$ cat src/rtl/avalon_pio_pkg.sv
// avalon_pio_pkg: register map shared by avalon_input_pio and its users
package avalon_pio_pkg;
   localparam logic [1:0] ADDR_DATA = 2'd0;
   localparam logic [1:0] ADDR_MASK = 2'd1;
   localparam logic [1:0] ADDR_EDGE = 2'd2;
   localparam logic [1:0] ADDR_SEL  = 2'd3;
endpackage

$ cat src/rtl/pio_debounce.sv
// pio_debounce: 2-flop synchroniser plus optional debounce for one input channel
// Ports: clk, rst (async active-high), din raw async line, dout debounced level.
// Build option PIO_DEBOUNCE_EN: when undefined dout is the synchroniser output and
// DEBOUNCE_CYCLES is ignored.
module pio_debounce #(
   parameter int   DEBOUNCE_CYCLES = 50000,
   parameter logic RESET_BIT       = 1'b1
) (
   input  logic clk,
   input  logic rst,
   input  logic din,
   output logic dout
);
   logic s1, s2;
   always_ff @(posedge clk or posedge rst)
      if (rst) {s2, s1} <= {2{RESET_BIT}};
      else {s2, s1} <= {s1, din};
`ifdef PIO_DEBOUNCE_EN
   localparam int CW = $clog2(DEBOUNCE_CYCLES + 1);
   logic [CW-1:0] cnt;
   // The count tallies consecutive mismatch cycles; the cycle that would be the
   // DEBOUNCE_CYCLES-th mismatch commits the new level instead of counting.
   always_ff @(posedge clk or posedge rst)
      if (rst) begin
         cnt  <= '0;
         dout <= RESET_BIT;
      end else if (s2 == dout) cnt <= '0;
      else if (cnt == CW'(DEBOUNCE_CYCLES - 1)) begin
         cnt  <= '0;
         dout <= s2;
      end else cnt <= cnt + 1'b1;
`else
   localparam int unused_dc = DEBOUNCE_CYCLES;
   assign dout = s2;
`endif
endmodule

$ cat src/rtl/avalon_input_pio.sv
// avalon_input_pio: debounced input PIO with edge capture, Avalon-MM slave and level irq
// Ports: clk_clk, reset_reset (async active-high); pio_in raw lines;
//        avs_address/avs_read/avs_write/avs_writedata/avs_readdata Avalon-MM slave
//        (read latency 1); irq registered OR of edge_capture & irq_mask.
// Build option PIO_DEBOUNCE_EN: enables per-channel debounce counters.
module avalon_input_pio
   import avalon_pio_pkg::*;
#(
   parameter int               WIDTH           = 4,
   parameter int               DEBOUNCE_CYCLES = 50000,
   parameter logic [WIDTH-1:0] RESET_LEVEL     = '1
) (
   input  logic             clk_clk,
   input  logic             reset_reset,
   input  logic [WIDTH-1:0] pio_in,
   input  logic [1:0]       avs_address,
   input  logic             avs_read,
   input  logic             avs_write,
   input  logic [31:0]      avs_writedata,
   output logic [31:0]      avs_readdata,
   output logic             irq
);
   logic [WIDTH-1:0] deb, deb_d, irq_mask, edge_cap, edge_sel, edge_set, edge_clr, wdata;
   logic [31:0] rd_mux;
   logic unused_wdata;
   for (genvar i = 0; i < WIDTH; i++) begin : g_ch
      pio_debounce #(
         .DEBOUNCE_CYCLES(DEBOUNCE_CYCLES),
         .RESET_BIT      (RESET_LEVEL[i])
      ) u_deb (
         .clk (clk_clk),
         .rst (reset_reset),
         .din (pio_in[i]),
         .dout(deb[i])
      );
   end
   assign wdata        = avs_writedata[WIDTH-1:0];
   assign unused_wdata = ^avs_writedata;
   // A transition is selected when the new debounced level equals the polarity bit,
   // so changing edge_sel alone never produces an event.
   always_comb begin
      edge_set = (deb ^ deb_d) & ~(deb ^ edge_sel);
      edge_clr = (avs_write && avs_address == ADDR_EDGE) ? wdata : '0;
      rd_mux   = avs_address == ADDR_DATA ? 32'(deb) :
                 avs_address == ADDR_MASK ? 32'(irq_mask) :
                 avs_address == ADDR_EDGE ? 32'(edge_cap) : 32'(edge_sel);
   end
   always_ff @(posedge clk_clk or posedge reset_reset)
      if (reset_reset) begin
         deb_d        <= RESET_LEVEL;
         irq_mask     <= '0;
         edge_cap     <= '0;
         edge_sel     <= '0;
         avs_readdata <= '0;
         irq          <= 1'b0;
      end else begin
         deb_d    <= deb;
         edge_cap <= (edge_cap & ~edge_clr) | edge_set;
         irq      <= |(edge_cap & irq_mask);
         if (avs_write && avs_address == ADDR_MASK) irq_mask <= wdata;
         if (avs_write && avs_address == ADDR_SEL) edge_sel <= wdata;
         if (avs_read) avs_readdata <= rd_mux;
      end
endmodule

$ cat config.mk
export PLATFORM = sky130hd
export DESIGN_NAME = avalon_input_pio
export DESIGN_NICKNAME = d
export VERILOG_FILES = /design/src/rtl/avalon_pio_pkg.sv /design/src/rtl/pio_debounce.sv /design/src/rtl/avalon_input_pio.sv
export SDC_FILE = /design/constraint.sdc
export NUM_CORES = 1
export LEC_CHECK = 0
export CORE_UTILIZATION = 40
export DETAILED_ROUTE_END_ITERATION = 10
export DONT_BUFFER_PORTS = 1
export SETUP_SLACK_MARGIN = 0.1
export SLEW_MARGIN = 0
export SYNTH_ARGS = -nofsm -noshare
export SYNTH_HDL_FRONTEND = slang
export SYNTH_SLANG_ARGS = --single-unit
export TNS_END_PERCENT = 30
$ cat constraint.sdc
create_clock -name clk_clk -period 0.9 [get_ports clk_clk]
set_input_delay 0.225 -clock clk_clk [delete_from_list [all_inputs] [get_ports clk_clk]]
set_output_delay 0.225 -clock clk_clk [all_outputs]
set_load 0.03 [all_outputs]
After elaboration in Yosys (flattened, before gate mapping)
Index checks and enable logic that the tools add are counted.
{"block": "totals", "ff_bits": 57, "in_bits": 42, "out_inout_bits": 33, "wordCells": 34}
{"block": "op_classes", "eq_ne": 3, "muxes": 4, "bitwise": 8, "n_reduce_logical": 5}
{"op": "2-to-1 mux 4 bit", "count": 4}
{"op": "AND 4 bit", "count": 3}
{"op": "NOT 4 bit", "count": 2}
{"op": "bitwise XOR 4 bit", "count": 2}
{"op": "== test 2 bit (second input constant)", "count": 2}
{"op": "OR 4 bit", "count": 1}
{"op": "OR reduction 4 bit", "count": 1}
{"op": "logical AND 1 bit", "count": 3}
{"op": "== test 2 x 1 -> 1 bit (second input constant)", "count": 1}
{"op": "zero test 2 bit", "count": 1}

Depth between registers and ports, before layout
Gate-level depths: netlist (run 1).
{"block": "depth", "ltp_word": 6, "mapped_depth": 3}

Hierarchy
A second synthesis (run 1) with hierarchy kept.
{"block": "unflattened", "cells_unflattened": 111, "area_unflattened_um2": 1387.6}
{"mod": "avalon_input_pio", "instances": 1, "cells_each": 99, "area_each_um2": 1162.4, "seq_area_each_um2": 530.5}
{"mod": "pio_debounce", "instances": 4, "cells_each": 3, "area_each_um2": 56.3, "seq_area_each_um2": 52.6}

Worst setup path before layout (run 1)
No wires, ideal clock.
{"block": "synth_timing", "path_kind": "flip-flop to flip-flop", "from": "register deb_d[2]", "to": "register edge_cap[2]", "arrival_ps": 900, "required_ps": 776, "path_slack_ps": -124, "stages_incl_launch_ff": 3, "synth_period_minus_slack_ps": 1024, "cell_sequence": "dfstp_2 and3b_1 a211o_1"}
{"block": "synth_via", "elab_chain_len": 3}
{"element": "start: declaration", "line_no": "avalon_input_pio.sv:23", "text": "logic [WIDTH-1:0] deb, deb_d, irq_mask, edge_cap, edge_sel, edge_set, edge_clr, wdata;"}
{"element": "start signal: assignment", "line_no": "avalon_input_pio.sv:50", "text": "deb_d <= RESET_LEVEL;"}
{"element": "start signal: assignment", "line_no": "avalon_input_pio.sv:57", "text": "deb_d <= deb;"}
{"element": "bitwise XOR 4 bit", "line_no": "avalon_input_pio.sv:42", "text": "edge_set = (deb ^ deb_d) & ~(deb ^ edge_sel);"}
{"element": "AND 4 bit", "line_no": "avalon_input_pio.sv:42"}
{"element": "OR 4 bit", "line_no": "avalon_input_pio.sv:58", "text": "edge_cap <= (edge_cap & ~edge_clr) | edge_set;"}
{"element": "end signal: assignment", "line_no": "avalon_input_pio.sv:58"}
{"element": "end: declaration", "line_no": "avalon_input_pio.sv:23"}
Every way passes these cells.
A chain may end at the register's enable or synchronous reset.

Worst setup path after layout (run 1)
{"block": "layout_timing", "from": "register avs_readdata[2]", "to": "output port avs_readdata[2]"}
{"element": "start: declaration", "line_no": "avalon_input_pio.sv:20", "text": "output logic [31:0] avs_readdata,"}
{"element": "start signal: assignment", "line_no": "avalon_input_pio.sv:62", "text": "if (avs_read) avs_readdata <= rd_mux;"}
No word-level cell between the ends.

==> impl_metrics.yaml, run 1 <==
logic_synthesis:
  synth_seq_cells: 29
  ys_seq_area_frac: 0.539
  ys_types: 20
  yosysWarnings: 0
  synth_area_leader_cell: "dfrtp_1"
  netlist_top_cells_area: "dfrtp_1, dfstp_2, buf_4"
  yosysTopAreaCellShare: 0.310
  avgSynthCellArea_um2: 12.8
  synthCells: 107
  synthesis.area_mm2: 0.00137
setup_path:
  critPathTopFamily: "flip-flops"
  cp-end-kind: "output pin"
  critPathArrivalTime_ns: 0.90
  crit_slowest_cell: "dfrtp_1"
  startpoint_type: "flop"
  crit_required_ns: 0.67
  crit_path_cell_trace: "buf_12"
  cpPeakStageDelay_ns: 0.42
  path_class: "flop to output pin"
  critPathMaxFanout: 2
  critPathBufInv: 1
floorplanning:
  core_mm2: 0.00315
  fp-row-count: 20
  die-area_mm2: 0.00367
  start_util: 0.436
  die_x_um: 60.6
  io_pins: 75
  die_h_um: 60.6
cells_and_area:
  design_area_mm2: 0.00153
  drive_gt1_frac: 0.266
  nets: 165
  final_cells: 168
  syn2layout_area_growth_pct: 11.3
  regArea_um2: 742
  fillers: 282
  antenna_cells: 0
  multi_input_area_um2: 522
global_routing:
  grt_max_degree: 30
  grt.overflow.total: 0
  top_usage_layer: "met2"
  met2_usage: 0.235
  use_met3: 0.0448
  grt_pass1_wl_um: 3610
  track_usage: 0.146
  first_global_vias: 770
  antenna_found_initial: 0
  use_met1: 0.160
timing:
  slew_viol_final: 0
  finalHoldWorstSlack_ns: 0.0436
  fin_skew_ns: 0.00821
  setup_viol: 12
  fin_crit_ns: 1.12
  fin_ws_ns: -0.223
  grt_setup_unrepaired: "yes"
  min_period_over_period: 1.25
  fmax_mhz: 891
  hold_viol: 0
  setup_tns_ns: -1.41
cts:
  worstSkewPairLatency_ns: 0.32
  cts-htree-levels: 2
  cts_buffers: 5
  clockBufferDepth: 2
  clkSinkCount: 29
  cts_tree: "built"
  cts-root-buf: "clkbuf_4"
  cts.clk_slew.worst_paths_ns: 0.08
placed_design:
  place_congestion: 0.730
  dp.cells: 154
  dp_hpwl_um: 1590
  dpl_cell_area_mm2: 0.00141
  io_buffers: 0
power_and_ir_drop:
  p_leak_nw: 0.677
  power.total_mw: 3.06
  peakVddDrop_mv: 0.871
  power_per_cell_area_mw_per_mm2: 2000
routing:
  totalWireLength_um: 2230
  dr.pass1.iters: 4
  detail_route.wl_per_cell_um: 13.3
  drc: 0
  ant_nets: 0
  vias_per_cell: 4.82
  dr.first_iter.drc_count: 20
  vias: 809
run_status:
  violations: "negative setup slack"
  status: "complete, but fails checks"
flow_run:
  cap_violations: 0
hold_path:
  holdCritPathClass: "primary input to flop"
==> layout make-up <==
type                       count  share of cell area
inverter                       1             0.00245
tap                           44              0.0360
timing repair buffer          11               0.103
multi-input combinational     75               0.341
sequential                    29               0.485
clock buffer                   8              0.0319
==> stage by stage <==
step	worst slack (ns)	util
floorplan	-0.0848	-
detailed placement	-0.115	0.448
global route	-0.273	0.485
CTS	-0.249	0.480
finish	-0.223	0.485
global placement	-0.0964	0.448
==> timing repair <==
item,in CTS,in global routing
setup buffers,0,1
hold buffers,5,0
endpoints found under the hold margin,21,0
gates resized for setup,1,2
endpoints found under the setup margin,15,18
==> sequential cells by signal, summed over array words and instances (netlist names) <==
register and cells:
avs_readdata 4, deb_d 4, edge_cap 4, edge_sel 4, g_ch.u_deb.dout 4, g_ch.u_deb.s1 4, irq_mask 4, irq 1
==> routing by layer <==
metal | vias to the layer above | part of all wire | wire, um
met1 | 398 | 0.41 | 913
li1 | 357 | - | -
met3 | 8 | 0.059 | 132
met2 | 46 | 0.50 | 1110
met4 | 0 | 0.031 | 69
met5 | - | 0 | 0
==> cell families (layout without fill, tap and decap cells) <==
group | after synthesis | count (layout) | share of synthesized area
buffers and inverters | 30 | 20 | 0.164
multiplexers | 16 | 16 | 0.124
AO/OA/AOI/OAI | 10 | 10 | 0.0637
other | 1 | 28 | 0.00273
flip-flops | 29 | 29 | 0.539
AND/OR/NAND/NOR | 21 | 21 | 0.107
==> cell usage after synthesis <==
cell type	count
mux2i_1	8
mux2_2	8
nor2b_1	2
dfstp_2	12
buf_6	1
conb_1	1
inv_1	1
a22oi_1	2
nand2b_1	5
nand2_1	2
dfrtp_1	17
nand3_1	1
a221o_1	2
nand3b_1	1
nand4b_1	4
o221ai_1	4
buf_4	28
and3b_1	2
a211o_1	2
nor3b_1	4
==> cell usage in the layout (no fill, tap or decap), types with 3 or more instances in the layout <==
cell           synthesis  routed
conb_1                 1      28
dfrtp_1               17      16
dfstp_2               12      12
mux2i_1                8       8
mux2_2                 8       6
nand2b_1               5       5
clkbuf_4               0       5
dlygate4sd3_1          0       5
buf_12                 0       5
o221ai_1               4       4
nand4b_1               4       4
nor3b_1                4       4
clkbuf_1               0       3
==> final timing paths <==
check	startpoint	to	slack, ns	cells after the start
setup / recovery	avs_readdata[2]$_DFFE_PP0P_	avs_readdata[2]	-0.22	1
hold / removal	avs_writedata[0]	irq_mask[0]$_DFFE_PP0P_	0.04	1
setup reg to reg	deb_d[3]$_DFF_PP1_	edge_cap[3]$_DFF_PP0_	-0.12	2
hold reg to reg	g_ch[3].u_deb.s1$_DFF_PP1_	g_ch[3].u_deb.dout$_DFF_PP1_	0.35	0
max in group asynchronous	reset_reset	g_ch[0].u_deb.dout$_DFF_PP1_	0.29	3
min in group asynchronous	reset_reset	edge_sel[3]$_DFFE_PP0P_	0.37	3
==> power breakdown <==
part | total, mW | leakage (nW) | internal, mW | switching, mW
logic | 0.679 | 0.332 | 0.325 | 0.354
clock network | 0.720 | 0.0265 | 0.310 | 0.409
registers | 1.66 | 0.318 | 1.49 | 0.163
No activity file was read; power rests on OpenSTA's default activity.
==> run 2: changes to the inputs <==
==> constraint.sdc (replaced) <==
create_clock -name clk_clk -period 1.1 [get_ports clk_clk]
set_input_delay 0.275 -clock clk_clk [delete_from_list [all_inputs] [get_ports clk_clk]]
set_output_delay 0.275 -clock clk_clk [all_outputs]
set_load 0.03 [all_outputs]
==> run 2 against run 1 <==
  * Final cell count decreased by 3.0%
  * Clock-buffer cell count unchanged
  * Design area decreased by 6.1%
  * Via count decreased by 5.7%
  * The run now ends clean
  * Sequential share of layout area increased by 3.5 points
  * Critical endpoint is now avs_readdata[1]
==> impl_metrics.yaml, run 2 (synthesis gave the netlist of run 1 again) <==
run_status:
  status: "completed"
cells_and_area:
  regArea_um2: 747
  syn2layout_area_growth_pct: 4.55
  multi_input_area_um2: 514
  nets: 160
  final_common_cell: "conb_1"
  design_area_mm2: 0.00144
  utilization: 0.456
  final_cell_mix: "conb_1, dfstp_2, dfrtp_1"
  antenna_cells: 0
  drive_gt1_frac: 0.277
  fillers: 306
power_and_ir_drop:
  power_per_cell_area_mw_per_mm2: 1700
  power.total_mw: 2.43
  peakVddDrop_mv: 0.794
  p_leak_nw: 0.623
cts:
  cts_tree: "built"
  cts-htree-levels: 2
  cts_buffers: 5
  cts.clk_slew.worst_paths_ns: 0.09
  cts_setup_buffers: 0
  clkSinkCount: 29
  cts-root-buf: "clkbuf_4"
  clockBufferDepth: 2
  worstSkewPairLatency_ns: 0.33
global_routing:
  grt.overflow.total: 0
  antenna_found_initial: 0
  grt_pass1_wl_um: 3570
  first_global_vias: 776
  track_usage: 0.142
  grt_max_degree: 30
timing:
  setup_tns_ns: 0
  fmax_mhz: 915
  hold_viol: 0
  finalHoldWorstSlack_ns: 0.0855
  min_period_over_period: 0.993
  grt_setup_unrepaired: "yes"
  slew_viol_final: 0
  setup_viol: 0
  fin_skew_ns: 0.0118
  fin_crit_ns: 1.09
placed_design:
  io_buffers: 0
  place_congestion: 0.753
  dpl_cell_area_mm2: 0.00132
  dp_hpwl_um: 1510
setup_path:
  path_class: "flop to output pin"
  critPathMaxFanout: 2
  rr_startpoint: "deb_d[3]$_DFF_PP1_"
  cp-startpoint: "avs_readdata[1]$_DFFE_PP0P_"
  cp-end-kind: "output pin"
  crit_required_ns: 0.82
  startpoint_type: "flop"
  critPathArrivalTime_ns: 0.82
routing:
  totalWireLength_um: 2170
  detail_route.wl_per_cell_um: 13.3
  dr.pass1.iters: 4
  ant_nets: 0
  dr.first_iter.drc_count: 12
  vias_per_cell: 4.68
  drc: 0
  vias: 763
flow_run:
  cap_violations: 0
floorplanning:
  die_h_um: 60.6
  core_mm2: 0.00315
  start_util: 0.436
  io_pins: 75
  die_x_um: 60.6
  die-area_mm2: 0.00367
  fp-row-count: 20
hold_path:
  hp-start: "avs_writedata[0]"
  holdCritPathClass: "primary input to flop"
-- run 2: metrics by stage --
| step | std cells | setup WS (ns) |
|---|---|---|
| after floorplan | 134 | 0.0756 |
| after global placement | 150 | 0.0642 |
| after detailed placement | 150 | 0.0368 |
| after CTS | 163 | -0.0123 |
| after global routing | 163 | -0.0304 |
| final | 163 | 0.00743 |
-- run 2: area by class of cell --
| class | instances | area share |
|---|---|---|
| well taps | 44 | 0.0383 |
| flip-flops and latches | 29 | 0.520 |
| clock buffers | 8 | 0.0409 |
| inverters | 1 | 0.00261 |
| multi-input cells | 75 | 0.358 |
| repair buffers | 6 | 0.0401 |
-- run 2: metal layers --
layer | share of wire | vias up | track usage | routed length [um]
li1 | - | 344 | - | -
met1 | 0.41 | 369 | 0.145 | 888
met2 | 0.47 | 44 | 0.235 | 1030
met3 | 0.092 | 6 | 0.0725 | 199
met4 | 0.023 | 0 | 0.0812 | 50
met5 | 0 | - | 0 | 0
-- run 2: path summary, 6_finish.rpt --
check                                               endpoint  slack, ns  cells past startpoint
worst max-delay path                         avs_readdata[1]      0.007                      0
worst min-delay path                 irq_mask[0]$_DFFE_PP0P_       0.09                      1
worst max register to register         edge_cap[3]$_DFF_PP0_       0.07                      2
worst min register to register  g_ch[3].u_deb.dout$_DFF_PP1_       0.35                      0
max in group asynchronous         g_ch[0].u_deb.s1$_DFF_PP1_       0.33                      3
min in group asynchronous            edge_sel[3]$_DFFE_PP0P_       0.45                      3
-- run 2: repair_timing --
item,CTS,global route
resized for setup,6,0
hold buffers,5,0
pin swaps,3,2
endpoints found under the hold margin,21,0
endpoints found under the setup margin,8,8
-- run 2: report_power, final --
group	switching [mW]	total (mW)	internal, mW	leakage, nW
logic	0.218	0.370	0.152	0.277
registers	0.179	1.41	1.23	0.314
clock network	0.344	0.659	0.315	0.0326
-- run 2: worst register-to-register path, cell delays in order (launching register included) --
cell     delay [ns]
dfstp_2        0.53
and3b_1        0.17
a211o_1        0.23
